<file path="config.mk">
export PLATFORM = sky130hd
export DESIGN_NAME = accum_adder_pipe
export DESIGN_NICKNAME = d
export VERILOG_FILES = /design/src/rtl/adder_pkg.sv /design/src/rtl/adder_pipe_stage.sv /design/src/rtl/accum_adder_pipe.sv
export SDC_FILE = /design/constraint.sdc
export NUM_CORES = 1
export LEC_CHECK = 0
export CAP_MARGIN = 5
export CORE_ASPECT_RATIO = 0.7
export CORE_MARGIN = 8
export CORE_UTILIZATION = 25
export CTS_CLUSTER_DIAMETER = 60
export DETAILED_ROUTE_END_ITERATION = 16
export PLACE_DENSITY = 0.53
export SYNTH_ARGS = -nofsm -noshare
export SYNTH_HDL_FRONTEND = slang
export SYNTH_SLANG_ARGS = --single-unit
</file>
<file path="constraint.sdc">
create_clock -name clk -period 7.2 [get_ports clk]
set_input_delay 0.72 -clock clk [delete_from_list [all_inputs] [get_ports clk]]
set_output_delay 0.72 -clock clk [all_outputs]
set_load 0.02 [all_outputs]
</file>
<file path="src/rtl/adder_pkg.sv">
// Shared types and limits for the accumulating adder pipeline.
package adder_pkg;

  localparam int STAGES_MAX     = 4;
  localparam int OPND_W_MAX     = 32;
  localparam int SUM_W_MAX      = OPND_W_MAX + 1;
  localparam int ACC_W_HEADROOM = 1;

  typedef struct packed {
    logic [SUM_W_MAX-1:0] sum;
    logic                 mode;
    logic                 clr;
  } stage_pl_t;

  // The accumulator must at least hold one full operand sum including its carry.
  function automatic bit acc_w_legal(input int w, input int acc_w);
    return (acc_w >= w + ACC_W_HEADROOM);
  endfunction

endpackage

</file>
<file path="src/rtl/adder_pipe_stage.sv">
// One elastic register slice: holds a payload plus a valid bit and accepts
// new data whenever it is empty or its content is being taken downstream.
module adder_pipe_stage #(
  parameter type payload_t = logic
) (
  input  logic     clk,
  input  logic     rst,
  input  logic     up_valid_i,
  input  payload_t up_data_i,
  output logic     up_ready_o,
  output logic     dn_valid_o,
  output payload_t dn_data_o,
  input  logic     dn_ready_i
);

  logic     valid_q, valid_d;
  payload_t data_q, data_d;
  logic     load_s;

  // Handshake and next-state for the slice
  always_comb begin
    up_ready_o = !valid_q || dn_ready_i;
    load_s     = up_valid_i && up_ready_o;
    if (up_ready_o) begin
      valid_d = up_valid_i;
    end else begin
      valid_d = valid_q;
    end
    if (load_s) begin
      data_d = up_data_i;
    end else begin
      data_d = data_q;
    end
  end

  // Slice registers
  always_ff @(posedge clk or posedge rst) begin
    if (rst) begin
      valid_q <= 1'b0;
      data_q  <= '0;
    end else begin
      valid_q <= valid_d;
      data_q  <= data_d;
    end
  end

  assign dn_valid_o = valid_q;
  assign dn_data_o  = data_q;

endmodule

</file>
<file path="src/rtl/accum_adder_pipe.sv">
// Elastic W-bit adder with STAGES register slices and an optional running
// accumulator. Define ADDER_SAT_EN to saturate the accumulator instead of wrapping.
module accum_adder_pipe
  import adder_pkg::*;
#(
  parameter int W      = 8,
  parameter int STAGES = 2,
  parameter int ACC_W  = 16
) (
  input  logic             clk,
  input  logic             rst,
  input  logic             in_valid,
  output logic             in_ready,
  input  logic [W-1:0]     a_in,
  input  logic [W-1:0]     b_in,
  input  logic             acc_mode,
  input  logic             acc_clr,
  output logic             out_valid,
  input  logic             out_ready,
  output logic [ACC_W-1:0] sum_o,
  output logic             ovf_o
);

  localparam bit ACC_W_OK = acc_w_legal(W, ACC_W);
  localparam int LAST     = STAGES - 1;
  localparam int EXT_W    = ((ACC_W > SUM_W_MAX) ? ACC_W : SUM_W_MAX) + 1;

  if (!ACC_W_OK || STAGES < 1 || STAGES > STAGES_MAX || W > OPND_W_MAX) begin : g_cfg_err
    $error("accum_adder_pipe: illegal W/STAGES/ACC_W combination");
  end

  typedef struct packed {
    logic [ACC_W-1:0] sum;
    logic             ovf;
  } result_t;

  logic [W:0]       s_in_s;
  stage_pl_t        in_pl_s;
  logic             chain_valid_s [STAGES];
  stage_pl_t        chain_pl_s    [STAGES];
  logic             chain_ready_s [STAGES];

  stage_pl_t        fin_pl_s;
  logic             fin_load_s;
  logic [ACC_W-1:0] base_s;
  logic [EXT_W-1:0] acc_sum_s;
  logic             carry_s;
  result_t          res_s, res_q_s;
  logic [ACC_W-1:0] acc_q, acc_d;

  assign s_in_s = {1'b0, a_in} + {1'b0, b_in};

  // Beat payload captured by the first slice
  always_comb begin
    in_pl_s      = '0;
    in_pl_s.sum  = SUM_W_MAX'(s_in_s);
    in_pl_s.mode = acc_mode;
    in_pl_s.clr  = acc_clr;
  end

  assign chain_valid_s[0] = in_valid;
  assign chain_pl_s[0]    = in_pl_s;
  assign in_ready         = chain_ready_s[0];

  for (genvar i = 0; i < STAGES - 1; i++) begin : g_mid
    adder_pipe_stage #(.payload_t(stage_pl_t)) u_stage (
      .clk        (clk),
      .rst        (rst),
      .up_valid_i (chain_valid_s[i]),
      .up_data_i  (chain_pl_s[i]),
      .up_ready_o (chain_ready_s[i]),
      .dn_valid_o (chain_valid_s[i+1]),
      .dn_data_o  (chain_pl_s[i+1]),
      .dn_ready_i (chain_ready_s[i+1])
    );
  end

  assign fin_pl_s   = chain_pl_s[LAST];
  assign fin_load_s = chain_valid_s[LAST] && chain_ready_s[LAST];

  // Result formed as the beat enters the output slice; the wide add keeps every
  // sum bit in play, anything above ACC_W is the accumulator carry.
  always_comb begin
    if (fin_pl_s.clr) begin
      base_s = {ACC_W{1'b0}};
    end else begin
      base_s = acc_q;
    end
    acc_sum_s = EXT_W'(base_s) + EXT_W'(fin_pl_s.sum);
    carry_s   = |acc_sum_s[EXT_W-1:ACC_W];
    res_s     = '0;
    if (fin_pl_s.mode) begin
`ifdef ADDER_SAT_EN
      if (carry_s) begin
        res_s.sum = {ACC_W{1'b1}};
      end else begin
        res_s.sum = acc_sum_s[ACC_W-1:0];
      end
`else
      res_s.sum = acc_sum_s[ACC_W-1:0];
`endif
      res_s.ovf = carry_s;
    end else begin
      res_s.sum = ACC_W'(fin_pl_s.sum);
      res_s.ovf = 1'b0;
    end
    if (fin_load_s && fin_pl_s.mode) begin
      acc_d = res_s.sum;
    end else begin
      acc_d = acc_q;
    end
  end

  adder_pipe_stage #(.payload_t(result_t)) u_out_stage (
    .clk        (clk),
    .rst        (rst),
    .up_valid_i (chain_valid_s[LAST]),
    .up_data_i  (res_s),
    .up_ready_o (chain_ready_s[LAST]),
    .dn_valid_o (out_valid),
    .dn_data_o  (res_q_s),
    .dn_ready_i (out_ready)
  );

  // Running accumulator, advanced only by accumulate beats in acceptance order
  always_ff @(posedge clk or posedge rst) begin
    if (rst) begin
      acc_q <= {ACC_W{1'b0}};
    end else begin
      acc_q <= acc_d;
    end
  end

  assign sum_o = res_q_s.sum;
  assign ovf_o = res_q_s.ovf;

endmodule

</file>
==> impl_metrics.py, run 1 <==
metrics = {
    "route": {
        "vias": 2134,
        "vias_per_cell": 4.427,
        "drt_iter0_drc": 138,
        "remaining_drc_errors": 0,
        "drt_pass1_iterations": 4,
        "drtAntennaViolNets": 0,
        "wl_um": 6424,
        "routedWlPerCell_um": 13.33,
    },
    "worst_setup_path": {
        "r2r_start": "g_mid[0].u_stage.dn_data_o[0]",
        "cp.arrival_ps": 3050,
        "rr_endpoint": "acc_q[12]",
        "cp.required_ps": 7360,
        "critPathLaunchType": "flip-flop",
        "cp_slowest_cell": "dfrtp_1",
        "crit_type": "flip-flop to flip-flop",
        "critPathBufInv": 0,
        "endpoint": "acc_q[12]",
        "cp.depth": 9,
        "max_stage_delay_ps": 830,
        "rrSetupSlack_ps": 4310,
        "worst_setup_path_end_kind": "flip-flop",
        "crit_family": "compound AO/OA/AOI/OAI gates",
        "critPathLaunch": "g_mid[0].u_stage.dn_data_o[0]",
        "worst_r2r_path_depth": 9,
        "cp_cell_sequence": "nor2b_1 -> ha_1 -> fa_1 -> a211oi_2 -> nor2_2 -> o211ai_4 -> a21o_4 -> nor3_1 -> a221o_1",
        "path_max_fanout": 23,
    },
    "cts": {
        "path_clk_slew_ps": 60,
        "cts.sinks": 46,
        "h-tree-depth": 2,
        "post_cts_buffers": 0,
        "clock_tree.root_cell": "clkbuf_16",
        "cts_resized": 0,
        "cts_tree": "built",
        "cts_hold_buf": 0,
        "numCtsBuffers": 5,
        "clk_latency_ps": 280,
        "clockBufferDepth": 2,
    },
    "cells_and_area": {
        "stdcell_count": 482,
        "fin_nets": 370,
        "drive_gt1_frac": 0.09119,
        "num_antenna_cells": 0,
        "nFillCells": 1160,
        "final_common_cell": "dfrtp_1",
        "area_growth_pct": 26.47,
        "final_cell_mix": "46 x dfrtp_1, 45 x nand2_1, 40 x clkdlybuf4s50_1",
    },
    "placement": {
        "dp_worst_setup_slack_ps": 4328,
        "dpl.cell_count": 475,
        "hpwl_um": 4810,
        "io_buffers": 40,
        "place_congestion": 0.8365,
    },
    "sta": {
        "setup_viol": 0,
        "finalMaxSlewViolations": 0,
        "period_needed_ps": 2888,
        "fin_skew_ps": 6.524,
        "fin_setup_tns_ps": 0,
        "min_period_over_period": 0.4011,
        "fmaxAchievable_mhz": 346.3,
        "rsz0062_at_grt": "no",
        "finalHoldViolations": 0,
        "maxSlewHeadroom": 0.3531,
        "setup_ws_ps": 4312,
        "worstMarginPinSlew_ps": 970.3,
    },
    "global_route": {
        "grt_pass1_vias": 2138,
        "grt_pass1_wl_um": 10870,
        "overflow": 0,
        "antenna_found_initial": 0,
        "grt_use_total": 0.08999,
        "grt_max_degree": 47,
    },
    "pwr": {
        "ir_drop_uv": 101.4,
        "p_leak_uw": 0.001490,
        "power-per-cell-area_mw_per_mm2": 295.2,
    },
    "logic_synthesis": {
        "syn_nets": 331,
        "async_reset_ff_frac": 1.000,
        "ys_seq_area_frac": 0.4155,
        "yosysTopAreaCellShare": 0.4155,
        "synth_edf_count": 0,
        "ys_ff_latch": 46,
        "synth_area_leaders": "dfrtp_1 42%, ha_1 7.7%, nand2_1 6.1%",
        "synth_warnings": 0,
        "synth_area_leader_cell": "dfrtp_1",
        "ys_types": 49,
        "synthFlopType": "dfrtp_1",
        "synth.avg_cell_area_um2": 9.552,
        "synthCells": 290,
        "syn_area_mm2": 0.002770,
    },
    "floorplan": {
        "dieArea_mm2": 0.01476,
        "boundaryPins": 41,
        "die_y_um": 104.1,
        "start_util": 0.2544,
        "core_area_mm2": 0.01089,
        "fp.dieW_um": 141.8,
        "rows": 32,
    },
    "outcome": {
        "status": "completed",
    },
    "worst_hold_path": {
        "hp-class": "flip-flop to flip-flop",
    },
    "job": {
        "drv_cap": 0,
    },
}
==> registers in the layout (all words and copies together), names as in the netlist <==
register                  count
acc_q                        16
g_mid.u_stage.dn_data_o      11
g_mid.u_stage.dn_valid_o      1
u_out_stage.dn_data_o        17
u_out_stage.dn_valid_o        1
==> through the flow <==
stage	util	power (µW)	hold WS, ps	cell area (µm²)
floorplan	-	643.0	437.9	2770
global placement	0.3062	771.4	455.4	3334
detailed placement	0.3062	776.1	462.8	3334
CTS	0.3217	1048	477.3	3503
global route	0.3217	1108	495.3	3503
finish	0.3217	1034	470.8	3503
==> area by class of cell <==
type / count / area [µm²] / area share
Sequential cell: 46 / 1151 / 0.3286
Timing Repair Buffer: 41 / 407.9 / 0.1164
Multi-Input combinational cell: 228 / 1558 / 0.4446
Clock buffer: 6 / 138.9 / 0.03964
Inverter: 7 / 26.28 / 0.007500
Tap cell: 153 / 191.4 / 0.05464
Clock inverter: 1 / 30.03 / 0.008571
==> worst min-delay path, cell delays in order, from the launching register on <==
cell     delay (ps)
dfrtp_1         340
nand2_1          40
o21ai_0          50
==> metal layers <==
layer	up-vias	global-route usage	part of all wire
li1	1097	-	-
met4	0	0.02521	0.0087
met5	-	0	0
met2	40	0.1238	0.41
met3	5	0.02063	0.047
met1	992	0.1346	0.53
==> synth_stat cells (all sizes together), types with 2 or more instances <==
cell,count
mux2,5
nand2b,4
nor3,4
clkbuf,7
a211oi,4
nand3,7
fa,2
nand2,46
xor2,6
dfrtp,46
nand4,2
a21o,7
mux2i,5
a21oi,19
inv,7
a221o,3
o21bai,3
and3,2
nand3b,2
nor3b,4
nor2,14
nor2b,14
a22o,2
buf,2
o21ai,36
ha,17
xnor2,11
==> how the worst min path moves through the flow <==
| stage | start | end | slack (ps) | cells after the start |
|---|---|---|---|---|
| 4_1_cts | acc_q[4] | acc_q[4] | 480 | 2 |
| 3_3_place_gp | acc_q[4] | acc_q[4] | 460 | 2 |
| 2_1_floorplan | acc_q[0] | acc_q[0] | 440 | 2 |
| 6_report | acc_q[7] | acc_q[7] | 470 | 2 |
| 3_5_place_dp | acc_q[4] | acc_q[4] | 460 | 2 |
| 5_1_grt | acc_q[7] | acc_q[7] | 500 | 2 |
==> power breakdown <==
part           switching [µW]  total [µW]  internal, µW
registers                53.4         377           324
logic                     214         392           179
clock network            93.5         265           171
total                     361        1030           674
==> cells by family (layout without fill, tap and decap cells) <==
kind of cell,after synthesis,in the layout,synth area share
xor gates and xnor gates,17,17,0.05375
AOI/OAI and AO/OA,80,80,0.1902
and+or+nand+nor,102,102,0.1888
DFF,46,46,0.4155
buffers and inverters,16,55,0.02213
adders and majority gates,19,19,0.09124
muxes,10,10,0.03839
Power figures use the tool's default switching activity.
==> run 2, diff against run 1 <==
Settings changed: PLACE_DENSITY 0.53 to 0.54.
Clock period 7.2 ns to 2.6 ns, I/O delays scaled along.
==> run 2 against run 1 <==
Sequential share of layout area is essentially flat. Final cell count is 1.0% higher. Combinational power rose to 2.9 times the previous value. Critical path depth did not move. Via count rose by 1.9%. Register-to-register slack lost 4100 ps. Sequential power grew to 2.7 times the previous value. Non-clock buffer count rose by 4. Fmax rose by 20%.
==> impl_metrics.py, run 2 (synthesis gave the netlist of run 1 again) <==
metrics = {
    "outcome": {
        "status": "completed",
    },
    "sta": {
        "rsz0062_at_grt": "no",
        "setup_viol": 0,
        "fin_skew_ps": 7.938,
        "period_needed_ps": 2399,
        "finalMaxSlewViolations": 0,
        "fmaxAchievable_mhz": 416.8,
        "finalHoldViolations": 0,
        "fin_setup_tns_ps": 0,
        "min_period_over_period": 0.9229,
        "worstMarginPinSlew_ps": 700.3,
        "maxSlewHeadroom": 0.5314,
    },
    "route": {
        "vias": 2175,
        "vias_per_cell": 4.466,
        "routedWlPerCell_um": 13.54,
        "remaining_drc_errors": 0,
        "drtAntennaViolNets": 0,
        "wl_um": 6593,
        "drt_iter0_drc": 87,
        "drt_pass1_iterations": 4,
    },
    "cts": {
        "clock_tree.root_cell": "clkbuf_16",
        "post_cts_buffers": 0,
        "numCtsBuffers": 5,
        "clockBufferDepth": 2,
        "cts.sinks": 46,
        "cts_tree": "built",
        "clk_latency_ps": 290,
        "path_clk_slew_ps": 70,
        "h-tree-depth": 2,
        "cts_hold_buf": 0,
        "cts_resized": 0,
    },
    "cells_and_area": {
        "nFillCells": 1144,
        "drive_gt1_frac": 0.1018,
        "area_growth_pct": 26.60,
        "multiInputGateArea_mm2": 0.001558,
        "largest_reg_flops": 17,
        "post-route-util": 0.3220,
        "num_antenna_cells": 0,
        "final_cell_mix": "46 x dfrtp_1, 45 x nand2_1, 40 x clkdlybuf4s50_1",
        "final_common_cell": "dfrtp_1",
        "fin_nets": 374,
        "regArea_mm2": 0.001151,
        "stdcell_count": 487,
    },
    "floorplan": {
        "die_y_um": 104.1,
        "start_util": 0.2544,
        "dieArea_mm2": 0.01476,
        "core_area_mm2": 0.01089,
        "fp.dieW_um": 141.8,
        "boundaryPins": 41,
        "rows": 32,
    },
    "worst_setup_path": {
        "rr_endpoint": "acc_q[12]",
        "cp.required_ps": 2760,
        "crit_type": "flip-flop to flip-flop",
        "worst_r2r_path_depth": 9,
        "cp.arrival_ps": 2560,
        "worst_setup_path_end_kind": "flip-flop",
        "critPathLaunchType": "flip-flop",
        "r2r_start": "acc_q[0]",
        "rrSetupSlack_ps": 200,
        "path_max_fanout": 4,
    },
    "global_route": {
        "antenna_found_initial": 0,
        "grt_max_degree": 47,
        "grt_pass1_wl_um": 11340,
        "grt_pass1_vias": 2183,
        "grt_use_total": 0.09501,
        "overflow": 0,
    },
    "placement": {
        "dpl.cell_count": 479,
        "place_congestion": 0.8272,
        "hpwl_um": 5063,
        "io_buffers": 40,
    },
    "job": {
        "drv_cap": 0,
    },
    "worst_hold_path": {
        "hp-class": "input port to async pin",
    },
    "pwr": {
        "power-per-cell-area_mw_per_mm2": 790.9,
        "ir_drop_uv": 304.5,
        "p_leak_uw": 0.001496,
    },
}
-- run 2: cell types whose count changed in the layout (fill, tap and decap cells not counted), sizes merged --
| cell | delta |
|---|---|
| clkinv | +2 |
| bufinv | -1 |
| buf | +4 |
-- run 2: area by class of cell --
| cell class | instances | share of cell area |
|---|---|---|
| Clock buffer | 6 | 0.03675 |
| Tap cell | 153 | 0.05458 |
| Clock inverter | 2 | 0.003924 |
| Multi-Input combinational cell | 228 | 0.4442 |
| Inverter | 7 | 0.007492 |
| Timing Repair Buffer | 45 | 0.1249 |
| Sequential cell | 46 | 0.3282 |
-- run 2: critical path: stages, from the launching register on --
cell      delay, ps
dfrtp_1         370
nor2b_1         130
ha_1            230
fa_1            450
a211oi_2        260
nor2_2          110
o211ai_4        250
a21o_4          180
nor3_1           40
a221o_1         270
-- run 2: routing by layer --
layer	track usage	wire length, µm
met4	0.02521	68
met1	0.1378	3516
met2	0.1337	2608
met3	0.02613	401
met5	0	0
-- run 2: per-stage QoR --
stage | total power (µW) | cell area, µm² | hold WS [ps] | worst slack, ps
final | 2774 | 3507 | 434.4 | 200.6
after global routing | 2977 | 3507 | 501.9 | 54.40
after CTS | 2814 | 3507 | 476.7 | 200.0
after detailed placement | 2171 | 3364 | 461.9 | 212.8
after global placement | 2151 | 3364 | 453.3 | 234.2
after floorplan | 1782 | 2773 | 368.4 | 19.69
-- run 2: how the worst max path moves through the flow --
stage | startpoint | to | slack (ps) | cells after the start
2_1_floorplan | g_mid[0].u_stage.dn_data_o[0] | acc_q[12] | 20 | 11
3_3_place_gp | a_in[0] | g_mid[0].u_stage.dn_data_o[10] | 230 | 9
3_5_place_dp | a_in[0] | g_mid[0].u_stage.dn_data_o[8] | 210 | 9
4_1_cts | acc_q[0] | acc_q[12] | 200 | 9
5_1_grt | g_mid[0].u_stage.dn_data_o[0] | u_out_stage.dn_data_o[14] | 50 | 9
6_report | acc_q[0] | acc_q[12] | 200 | 9
-- run 2: power breakdown --
| group | internal, µW | switching [µW] |
|---|---|---|
| logic | 503 | 622 |
| registers | 897 | 126 |
| clock network | 357 | 269 |
| total | 1760 | 1020 |
==> run 3, diff against run 2 <==
Settings changed: SKIP_CTS_REPAIR_TIMING set to 1.
==> results of run 3 <==
Same layout as run 2: the final DEF is identical, and so are final timing and power.
